==> config.mk <==
export PLATFORM = sky130hd
export DESIGN_NAME = chol_result_writer
export DESIGN_NICKNAME = d
export VERILOG_FILES = /design/src/rtl/chol_result_writer.sv
export SDC_FILE = /design/constraint.sdc
export NUM_CORES = 1
export LEC_CHECK = 0
export BUFFER_PORTS_ARGS = -buffer_cell sky130_fd_sc_hd__buf_4
export CORE_MARGIN = 8
export CORE_UTILIZATION = 39
export DETAILED_ROUTE_END_ITERATION = 8
export GPL_TIMING_DRIVEN = 0
export SLEW_MARGIN = 25
export SYNTH_ARGS = -nofsm -noshare
export SYNTH_HDL_FRONTEND = slang
export SYNTH_SLANG_ARGS = --single-unit
export TNS_END_PERCENT = 20
==> constraint.sdc <==
create_clock -name clock -period 14.3 [get_ports clock]
set_input_delay 0.715 -clock clock [delete_from_list [all_inputs] [get_ports clock]]
set_output_delay 0.715 -clock clock [all_outputs]
set_load 0.005 [all_outputs]
==> src/rtl/chol_result_writer.sv <==
// Collects Cholesky result words (one diagonal, then lanes of the column below it),
// buffers them in a small multi-push FIFO and writes them out as {row, col} addressed words.
module chol_result_writer #(
  parameter int DATA_W     = 32,
  parameter int FIFO_DEPTH = 8
) (
  input  logic                  clock,
  input  logic                  areset,
  input  logic                  start_begin,
  input  logic [5:0]            matrix_size,
  input  logic                  diag_valid,
  input  logic [DATA_W-1:0]     diag_data,
  input  logic [3:0]            lower_valid,
  input  logic [4*DATA_W-1:0]   lower_data,
  input  logic                  mem_ready,
  output logic                  wr_en,
  output logic [11:0]           wr_addr,
  output logic [DATA_W-1:0]     wr_data,
  output logic                  stop_pipeline,
  output logic                  done,
  output logic                  overflow,
  output logic [2:0]            dbg_state
);

  localparam int AW = $clog2(FIFO_DEPTH);
  localparam int CW = AW + 1;
  localparam int EW = 12 + DATA_W;

  typedef enum logic [2:0] {
    S_IDLE  = 3'd0,
    S_DIAG  = 3'd1,
    S_LOWER = 3'd2,
    S_DRAIN = 3'd3,
    S_DONE  = 3'd4
  } state_t;

  state_t          state_q, state_d;
  logic [5:0]      n_q, n_d;
  logic [5:0]      r_q, r_d;
  logic [4:0]      g_q, g_d;
  logic [AW-1:0]   wr_ptr_q, rd_ptr_q;
  logic [CW-1:0]   count_q;
  logic            ovf_q;
  logic [EW-1:0]   mem_q [FIFO_DEPTH];

  logic            clr;
  logic [3:0]      keep;
  logic [EW-1:0]   ent [4];
  logic [7:0]      row [4];
  logic [CW-1:0]   ofs [4];
  logic [CW-1:0]   push_n;
  logic [CW-1:0]   free_n;
  logic [CW-1:0]   acc;
  logic            drop;
  logic            pop;
  logic [EW-1:0]   head;

  // Target row of each lane for the current beat, wide enough that out-of-range rows never wrap.
  always_comb begin
    for (int k = 0; k < 4; k++) begin
      row[k] = {2'b00, r_q} + 8'd1 + {1'b0, g_q, 2'b00} + 8'(k);
    end
  end

  always_comb begin
    state_d = state_q;
    n_d     = n_q;
    r_d     = r_q;
    g_d     = g_q;
    clr     = 1'b0;
    keep    = '0;
    for (int k = 0; k < 4; k++) ent[k] = '0;
    case (state_q)
      S_IDLE: begin
        if (start_begin) begin
          state_d = S_DIAG;
          n_d     = matrix_size;
          r_d     = '0;
          g_d     = '0;
          clr     = 1'b1;
        end
      end
      S_DIAG: begin
        if (diag_valid) begin
          keep[0] = 1'b1;
          ent[0]  = {r_q, r_q, diag_data};
          g_d     = '0;
          state_d = (r_q == n_q) ? S_DRAIN : S_LOWER;
        end
      end
      S_LOWER: begin
        if (|lower_valid) begin
          for (int k = 0; k < 4; k++) begin
            ent[k]  = {row[k][5:0], r_q, lower_data[k*DATA_W +: DATA_W]};
            keep[k] = lower_valid[k] && (row[k] <= {2'b00, n_q});
          end
          g_d = g_q + 5'd1;
          if ({2'b00, r_q} + {1'b0, g_q, 2'b00} + 8'd4 >= {2'b00, n_q}) begin
            state_d = S_DIAG;
            r_d     = r_q + 6'd1;
          end
        end
      end
      S_DRAIN: begin
        if (count_q == '0) state_d = S_DONE;
      end
      S_DONE:  state_d = S_IDLE;
      default: state_d = S_IDLE;
    endcase
  end

  // Kept lanes are packed into consecutive FIFO slots; only as many as there is free room survive.
  always_comb begin
    push_n = '0;
    for (int k = 0; k < 4; k++) begin
      ofs[k] = push_n;
      if (keep[k]) push_n = push_n + CW'(1);
    end
    free_n = CW'(FIFO_DEPTH) - count_q;
    drop   = push_n > free_n;
    acc    = drop ? free_n : push_n;
    pop    = (count_q != '0) && mem_ready;
  end

  always_ff @(posedge clock or posedge areset) begin
    if (areset) begin
      state_q  <= S_IDLE;
      n_q      <= '0;
      r_q      <= '0;
      g_q      <= '0;
      wr_ptr_q <= '0;
      rd_ptr_q <= '0;
      count_q  <= '0;
      ovf_q    <= 1'b0;
    end else begin
      state_q <= state_d;
      n_q     <= n_d;
      r_q     <= r_d;
      g_q     <= g_d;
      if (clr) begin
        wr_ptr_q <= '0;
        rd_ptr_q <= '0;
        count_q  <= '0;
        ovf_q    <= 1'b0;
      end else begin
        wr_ptr_q <= wr_ptr_q + acc[AW-1:0];
        rd_ptr_q <= rd_ptr_q + {{(AW-1){1'b0}}, pop};
        count_q  <= count_q + acc - {{(CW-1){1'b0}}, pop};
        if (drop) ovf_q <= 1'b1;
      end
    end
  end

  always_ff @(posedge clock) begin
    for (int k = 0; k < 4; k++) begin
      if (keep[k] && (ofs[k] < acc)) mem_q[wr_ptr_q + ofs[k][AW-1:0]] <= ent[k];
    end
  end

  // Storage is not reset, so the head is masked while empty to keep the outputs defined.
  assign head          = (count_q == '0) ? '0 : mem_q[rd_ptr_q];
  assign wr_en         = pop;
  assign wr_addr       = head[EW-1:DATA_W];
  assign wr_data       = head[DATA_W-1:0];
  assign stop_pipeline = count_q > CW'(FIFO_DEPTH - 5);
  assign done          = (state_q == S_DONE);
  assign overflow      = ovf_q;
  assign dbg_state     = state_q;

endmodule

==> results of run 1 <==
-- power by group through the flow --
stage / clock, mW / sequential [mW] / combinational [mW]
CTS: 1.24 / 1.69 / 3.33
detailed placement: 0 / 1.71 / 3.32
finish: 1.24 / 1.69 / 3.38
global placement: 0 / 1.77 / 3.10
global route: 1.28 / 1.71 / 3.62
floorplan: 0 / 1.70 / 2.01
-- per-stage QoR --
step	TNS, ns	setup slack [ns]	area (um^2)	hold slack [ns]
floorplan	0	3.65	27300	0.491
finish	0	0.675	32400	0.244
CTS	0	0.819	32400	0.271
global route	0	0.189	32400	0.309
detailed placement	0	0.846	30800	0.498
global placement	-549.18	-2.57	30100	0.495
-- worst max-delay path by stage --
stage / from / endpoint / slack (ns) / cells past startpoint
final: r_q[0] / mem_q[4][19] / 0.68 / 45
after global routing: r_q[0] / mem_q[4][23] / 0.19 / 46
after CTS: r_q[0] / mem_q[4][19] / 0.82 / 45
after detailed placement: r_q[0] / mem_q[4][19] / 0.85 / 46
after global placement: r_q[0] / mem_q[0][17] / -2.57 / 34
after floorplan: r_q[0] / mem_q[0][0] / 3.65 / 34
-- worst max-delay path, delay by kind of cell, from the launching register on --
family	cells	cell delay, ns
and+or+nand+nor	9	1.81
buffers and inverters	14	4.59
AOI/OAI and AO/OA	14	3.70
DFF	1	0.43
adders and majority gates	7	2.45
xor gates and xnor gates	1	0.33
-- logic make-up after synthesis --
kind of cell	synth area share (%)
buffers and inverters	4.81
multiplexers	20.5
adder cells (fa/ha/maj)	3.54
XOR/XNOR	1.61
flip-flops	41.6
AO/OA/AOI/OAI	16.6
AND/OR/NAND/NOR	11.2
other	0.0138
-- placed cells by master, fill, tap and decap left out, types with 9 or more instances in the layout --
cell | synthesis | routed
xnor2_1 | 29 | 29
clkinv_1 | 1 | 12
clkinv_2 | 0 | 10
buf_16 | 0 | 13
buf_4 | 14 | 255
o21ai_1 | 52 | 52
edfxtp_1 | 352 | 352
buf_2 | 34 | 46
nand2_1 | 55 | 55
a21oi_1 | 309 | 309
xor2_1 | 16 | 16
a211oi_1 | 13 | 12
and3_1 | 72 | 72
o21ai_0 | 165 | 160
nor3_1 | 22 | 22
a22o_1 | 36 | 36
clkbuf_1 | 176 | 176
buf_6 | 8 | 10
nand4_1 | 14 | 14
nor2b_1 | 48 | 48
inv_1 | 54 | 53
o21a_1 | 11 | 11
mux2i_1 | 350 | 350
ha_1 | 66 | 66
mux4_2 | 88 | 88
or2_2 | 9 | 9
nor2_1 | 130 | 128
nand3_1 | 23 | 23
clkbuf_16 | 0 | 47
or3_1 | 107 | 106
o22ai_1 | 107 | 107
and2_1 | 37 | 37
dfrtp_1 | 31 | 31
o211ai_1 | 9 | 9
-- per-layer routing --
metal	track usage (%)	wire [um]
met1	37.9	45400
met2	43.1	50700
met3	7.48	14600
met4	12.3	5610
met5	0	31
-- synth_stat cells (16+ instances only) --
master / n
a22o_1: 36
mux2i_1: 350
buf_2: 34
clkbuf_1: 176
ha_1: 66
o21ai_0: 165
and2_1: 37
nand3_1: 23
nor3_1: 22
o21ai_1: 52
buf_1: 19
o22ai_1: 107
xor2_1: 16
inv_1: 54
and3_1: 72
or3_1: 107
a21oi_1: 309
edfxtp_1: 352
nand2_1: 55
dfrtp_1: 31
nor2b_1: 48
nor2_1: 130
mux4_2: 88
xnor2_1: 29
-- sequential cells by signal (all words and copies together) (netlist names) --
| register | flops |
|---|---|
| count_q | 4 |
| rd_ptr_q | 3 |
| dbg_state | 3 |
| wr_ptr_q | 3 |
| r_q | 6 |
| g_q | 5 |
| n_q | 6 |
| overflow | 1 |
| mem_q | 352 |
-- area by class of cell --
| cell class | count | area [um^2] |
|---|---|---|
| well taps | 940 | 1180 |
| flip-flops and latches | 383 | 11300 |
| clock buffers | 50 | 1200 |
| repair buffers | 264 | 2260 |
| clock inverters | 36 | 357 |
| plain buffers | 251 | 1110 |
| diodes | 6 | 15.0 |
| multi-input cells | 1899 | 14700 |
| inverters | 57 | 214 |
| fillers | 6566 | 37300 |
==> results.yml, run 1 <==
critical_path:
  crit_top_cell: "ha_1"
  setup.worst_path.end_class: "flip-flop"
  worst-setup-path-type: "reg2reg"
  regToRegEndpoint: "mem_q[4][19]"
  cp.required_ns: 14.61
  cp.arrival_ns: 13.93
  timing.rr.start: "r_q[0]"
  worst_setup_path_start_kind: "flip-flop"
  cp_slowest_cell: "clkbuf_1"
  r2r_slack_ns: 0.68
  max_stage_delay_ns: 0.71
  critPathMaxFanout: 11
  ff2ff_path_depth: 45
grt:
  grt_pass1_vias: 24700
  grt_pass1_wl_mm: 166
  antenna_found_initial: 9
  grt_overflow: 0
  grt.total_usage_pct: 28.3
  grt_max_degree: 32
cts:
  clkTransAtPathRegs_ns: 0.06
  cts.sink_count: 383
  holdBufCountCts: 0
  post_cts_buffers: 0
  ctsResizeCount: 0
  insertion_delay_ns: 0.61
  clockRootBuffer: "clkbuf_16"
  cts_tree: "built"
  cts_buffers: 46
  cts_max_level: 2
  cts_buffer_depth: 3
place:
  routabilityCongestion: 0.937
  dpl.hpwl_mm: 81.8
  dp.cells: 3794
  place.port_buffers: 225
cells_and_area:
  final_cell_count_no_fill: 3886
  area_delta_synth_final_pct: 18.8
  final_nets: 3150
  drive_above_1_share_pct: 18.7
  final_util_pct: 46.5
sta:
  hold_viol: 0
  post-route-min-period_ns: 13.62
  drv_slew: 0
  fmax_mhz: 73.4
  fin_crit_sh_pct: 95.3
  slew_headroom_pct: 20.9
  finalClockSkew_ns: 0.0289
  worstMarginPinSlew_ns: 1.19
  setup_viol: 0
  rsz0062_at_grt: "false"
min_path:
  hp-class: "in2async"
synth:
  synthFlopType: "edfxtp_1"
  async_reset_ff_share_pct: 8.09
  synthCells: 2590
  yosysTopAreaCellShare_pct: 38.8
  synth_area_per_cell_um2: 10.5
  synth_area_um2: 27300
  ys_seq_area_share_pct: 41.6
  synth-edff-count: 352
  synth-seq-cells: 383
  yosysTopAreaCell: "edfxtp_1"
  synthDistinctLibCells: 88
  syn_nets: 2838
  yosys_warnings: 0
  ys_top_cells_by_area: "edfxtp_1 (39%), mux2i_1 (13%), mux4_2 (7.3%)"
pwr:
  combinationalPowerShare_pct: 53.6
  p_clk_share_pct: 19.6
  total_power_mw: 6.31
  internal_power_mw: 3.63
  ir_drop_v: 0.000125
  switching_share_pct: 42.5
  power.density_nw_per_um2: 195
  switchingPower_mw: 2.68
  pwr-share-seq_pct: 26.7
  leakage_nw: 11.8
floorplanning:
  io_pins: 226
  fp.dieH_um: 280
  num_rows: 97
  die_x_um: 280
  core-area_um2: 69700
  start_util_pct: 39.1
  dieArea_um2: 78600
drt:
  vias: 24900
  drc: 0
  via_per_inst: 6.40
  wl_per_cell_um: 29.9
  first_pass_iters: 7
  drt_iter0_drc: 3846
  ant_nets: 0
  wl_mm: 116
run_status:
  status: "complete, no violations"
run:
  max-cap-violations: 0
(Power assumes the default switching activity.)
==> inputs of run 2 (changes only) <==
--- a/config.mk
+++ b/config.mk
@@ -6,7 +6,7 @@
 export NUM_CORES = 1
 export LEC_CHECK = 0
 export BUFFER_PORTS_ARGS = -buffer_cell sky130_fd_sc_hd__buf_4
-export CORE_MARGIN = 8
+export CORE_MARGIN = 2
 export CORE_UTILIZATION = 39
 export DETAILED_ROUTE_END_ITERATION = 8
 export GPL_TIMING_DRIVEN = 0
==> constraint.sdc (replaced) <==
create_clock -name clock -period 14.3 [get_ports clock]
set_input_delay 1.43 -clock clock [delete_from_list [all_inputs] [get_ports clock]]
set_output_delay 1.43 -clock clock [all_outputs]
set_load 0.005 [all_outputs]
==> run 2 against run 1 <==
Compared with the run above:
- worst hold slack better by 0.26 ns
- global-route usage is 2.9 points higher
- combinational power is essentially flat
- clock skew grew 0.0017 ns
- die area fell by 8.4%
- via count up 0.89%
- critical path type unchanged
- critical endpoint is now mem_q[4][23]
- largest power group unchanged
==> results.yml, run 2 (synthesis gave the netlist of run 1 again) <==
sta:
  fin_crit_sh_pct: 94.2
  finalClockSkew_ns: 0.0307
  drv_slew: 0
  fmax_mhz: 74.2
  hold_viol: 0
  rsz0062_at_grt: "false"
  setup_viol: 0
  slew_headroom_pct: 25.4
  setup-tns-final_ns: 0
  worstMarginPinSlew_ns: 1.12
  post-route-min-period_ns: 13.48
pwr:
  internal_power_mw: 3.55
  leakage_nw: 11.7
  switchingPower_mw: 2.65
  power.density_nw_per_um2: 193
  p_clk_share_pct: 18.5
  switching_share_pct: 42.8
  total_power_mw: 6.21
  pwr-share-seq_pct: 27.2
  combinationalPowerShare_pct: 54.3
  ir_drop_v: 0.000137
grt:
  grt_pass1_wl_mm: 164
  grt_pass1_vias: 24400
  grt.total_usage_pct: 31.2
  antenna_found_initial: 2
  grt_overflow: 0
  grt_max_degree: 32
cts:
  insertion_delay_ns: 0.62
  clkTransAtPathRegs_ns: 0.06
  cts_max_level: 2
  clockRootBuffer: "clkbuf_16"
  cts_buffer_depth: 3
  cts.sink_count: 383
  cts_tree: "built"
  holdBufCountCts: 0
  cts_buffers: 44
critical_path:
  worst-setup-path-type: "reg2reg"
  critPathMaxFanout: 11
  crit_top_cell: "ha_1"
  cp.arrival_ns: 13.78
  setup.worst_path.end_class: "flip-flop"
  critPathLaunch: "r_q[0]"
  cp_slowest_cell: "a211oi_2"
  timing.rr.start: "r_q[0]"
  max_stage_delay_ns: 0.72
  cp.required_ns: 14.60
  r2r_slack_ns: 0.82
  worst_setup_path_start_kind: "flip-flop"
drt:
  drc: 0
  wl_per_cell_um: 29.7
  wl_mm: 115
  drt_iter0_drc: 3808
  ant_nets: 0
  first_pass_iters: 7
  via_per_inst: 6.49
  vias: 25100
place:
  dp.cells: 3788
  place.port_buffers: 225
  routabilityCongestion: 0.961
  dpl.hpwl_mm: 80.4
cells_and_area:
  final_util_pct: 46.7
  area_delta_synth_final_pct: 18.1
  final_cell_count_no_fill: 3867
  largest_register_ffs: 352
  mostFrequentLayoutCells: "edfxtp_1 (352), mux2i_1 (350), a21oi_1 (309), buf_4 (253), clkbuf_1 (182)"
  final_nets: 3151
  drive_above_1_share_pct: 18.3
  final_common_cell: "edfxtp_1"
floorplanning:
  num_rows: 96
  io_pins: 226
  start_util_pct: 39.5
  core-area_um2: 68900
  die_x_um: 268
  fp.dieH_um: 268
  dieArea_um2: 72000
run_status:
  status: "complete, no violations"
run:
  max-cap-violations: 0
min_path:
  holdCritStartpoint: "overflow"
  hp-class: "reg2reg"
-- run 2: final timing paths --
kind                                 to  cells after the start
setup / recovery           mem_q[4][23]                     46
hold / removal                 overflow                      2
setup reg to reg           mem_q[4][23]                     46
hold reg to reg                overflow                      2
max in group asynchronous        n_q[2]                      2
min in group asynchronous        r_q[4]                      2
-- run 2: through the flow --
step | hold slack [ns] | area, um^2 | worst slack, ns
final | 0.504 | 32200 | 0.824
after global routing | 0.546 | 32200 | 0.321
after CTS | 0.508 | 32200 | 1.03
after detailed placement | 0.490 | 30800 | 1.11
after global placement | 0.497 | 30100 | -2.55
after floorplan | 0.491 | 27300 | 3.65
-- run 2: area by class of cell --
| class | instances | area [um^2] |
|---|---|---|
| fill | 6433 | 36800 |
| multi-input combinational | 1899 | 14700 |
| sequential | 383 | 11300 |
| timing repair buffer | 267 | 2250 |
| tap | 931 | 1160 |
| clock buffer | 52 | 1130 |
| buffer | 251 | 1110 |
| clock inverter | 26 | 255 |
| inverter | 57 | 214 |
| antenna | 1 | 2.50 |
-- run 2: worst max-delay path, delay by kind of cell (launching register included) --
kind	cells	cell delay [ns]
and+or+nand+nor	10	1.76
xor gates and xnor gates	1	0.50
adders and majority gates	7	2.16
buffers and inverters	15	4.85
DFF	1	0.43
AOI/OAI and AO/OA	13	3.44
-- run 2: repair_timing --
action                                  in CTS  in global routing
gates resized for setup                      0                  1
setup buffers                                0                  0
endpoints found under the setup margin       0                  2
-- run 2: power groups by stage --
| stage | logic [mW] | registers [mW] | clock network, mW |
|---|---|---|---|
| 2_1_floorplan | 2.01 | 1.70 | 0 |
| 3_3_place_gp | 3.08 | 1.76 | 0 |
| 3_5_place_dp | 3.29 | 1.71 | 0 |
| 4_1_cts | 3.31 | 1.69 | 1.14 |
| 5_1_grt | 3.62 | 1.71 | 1.19 |
| 6_report | 3.37 | 1.69 | 1.15 |
-- run 2: layer usage --
layer | part of all wire [%] | track usage (%)
met2 | 44 | 47.8
met5 | 0.010 | 0
met1 | 39 | 42.0
met4 | 4.5 | 13.8
met3 | 12 | 7.49
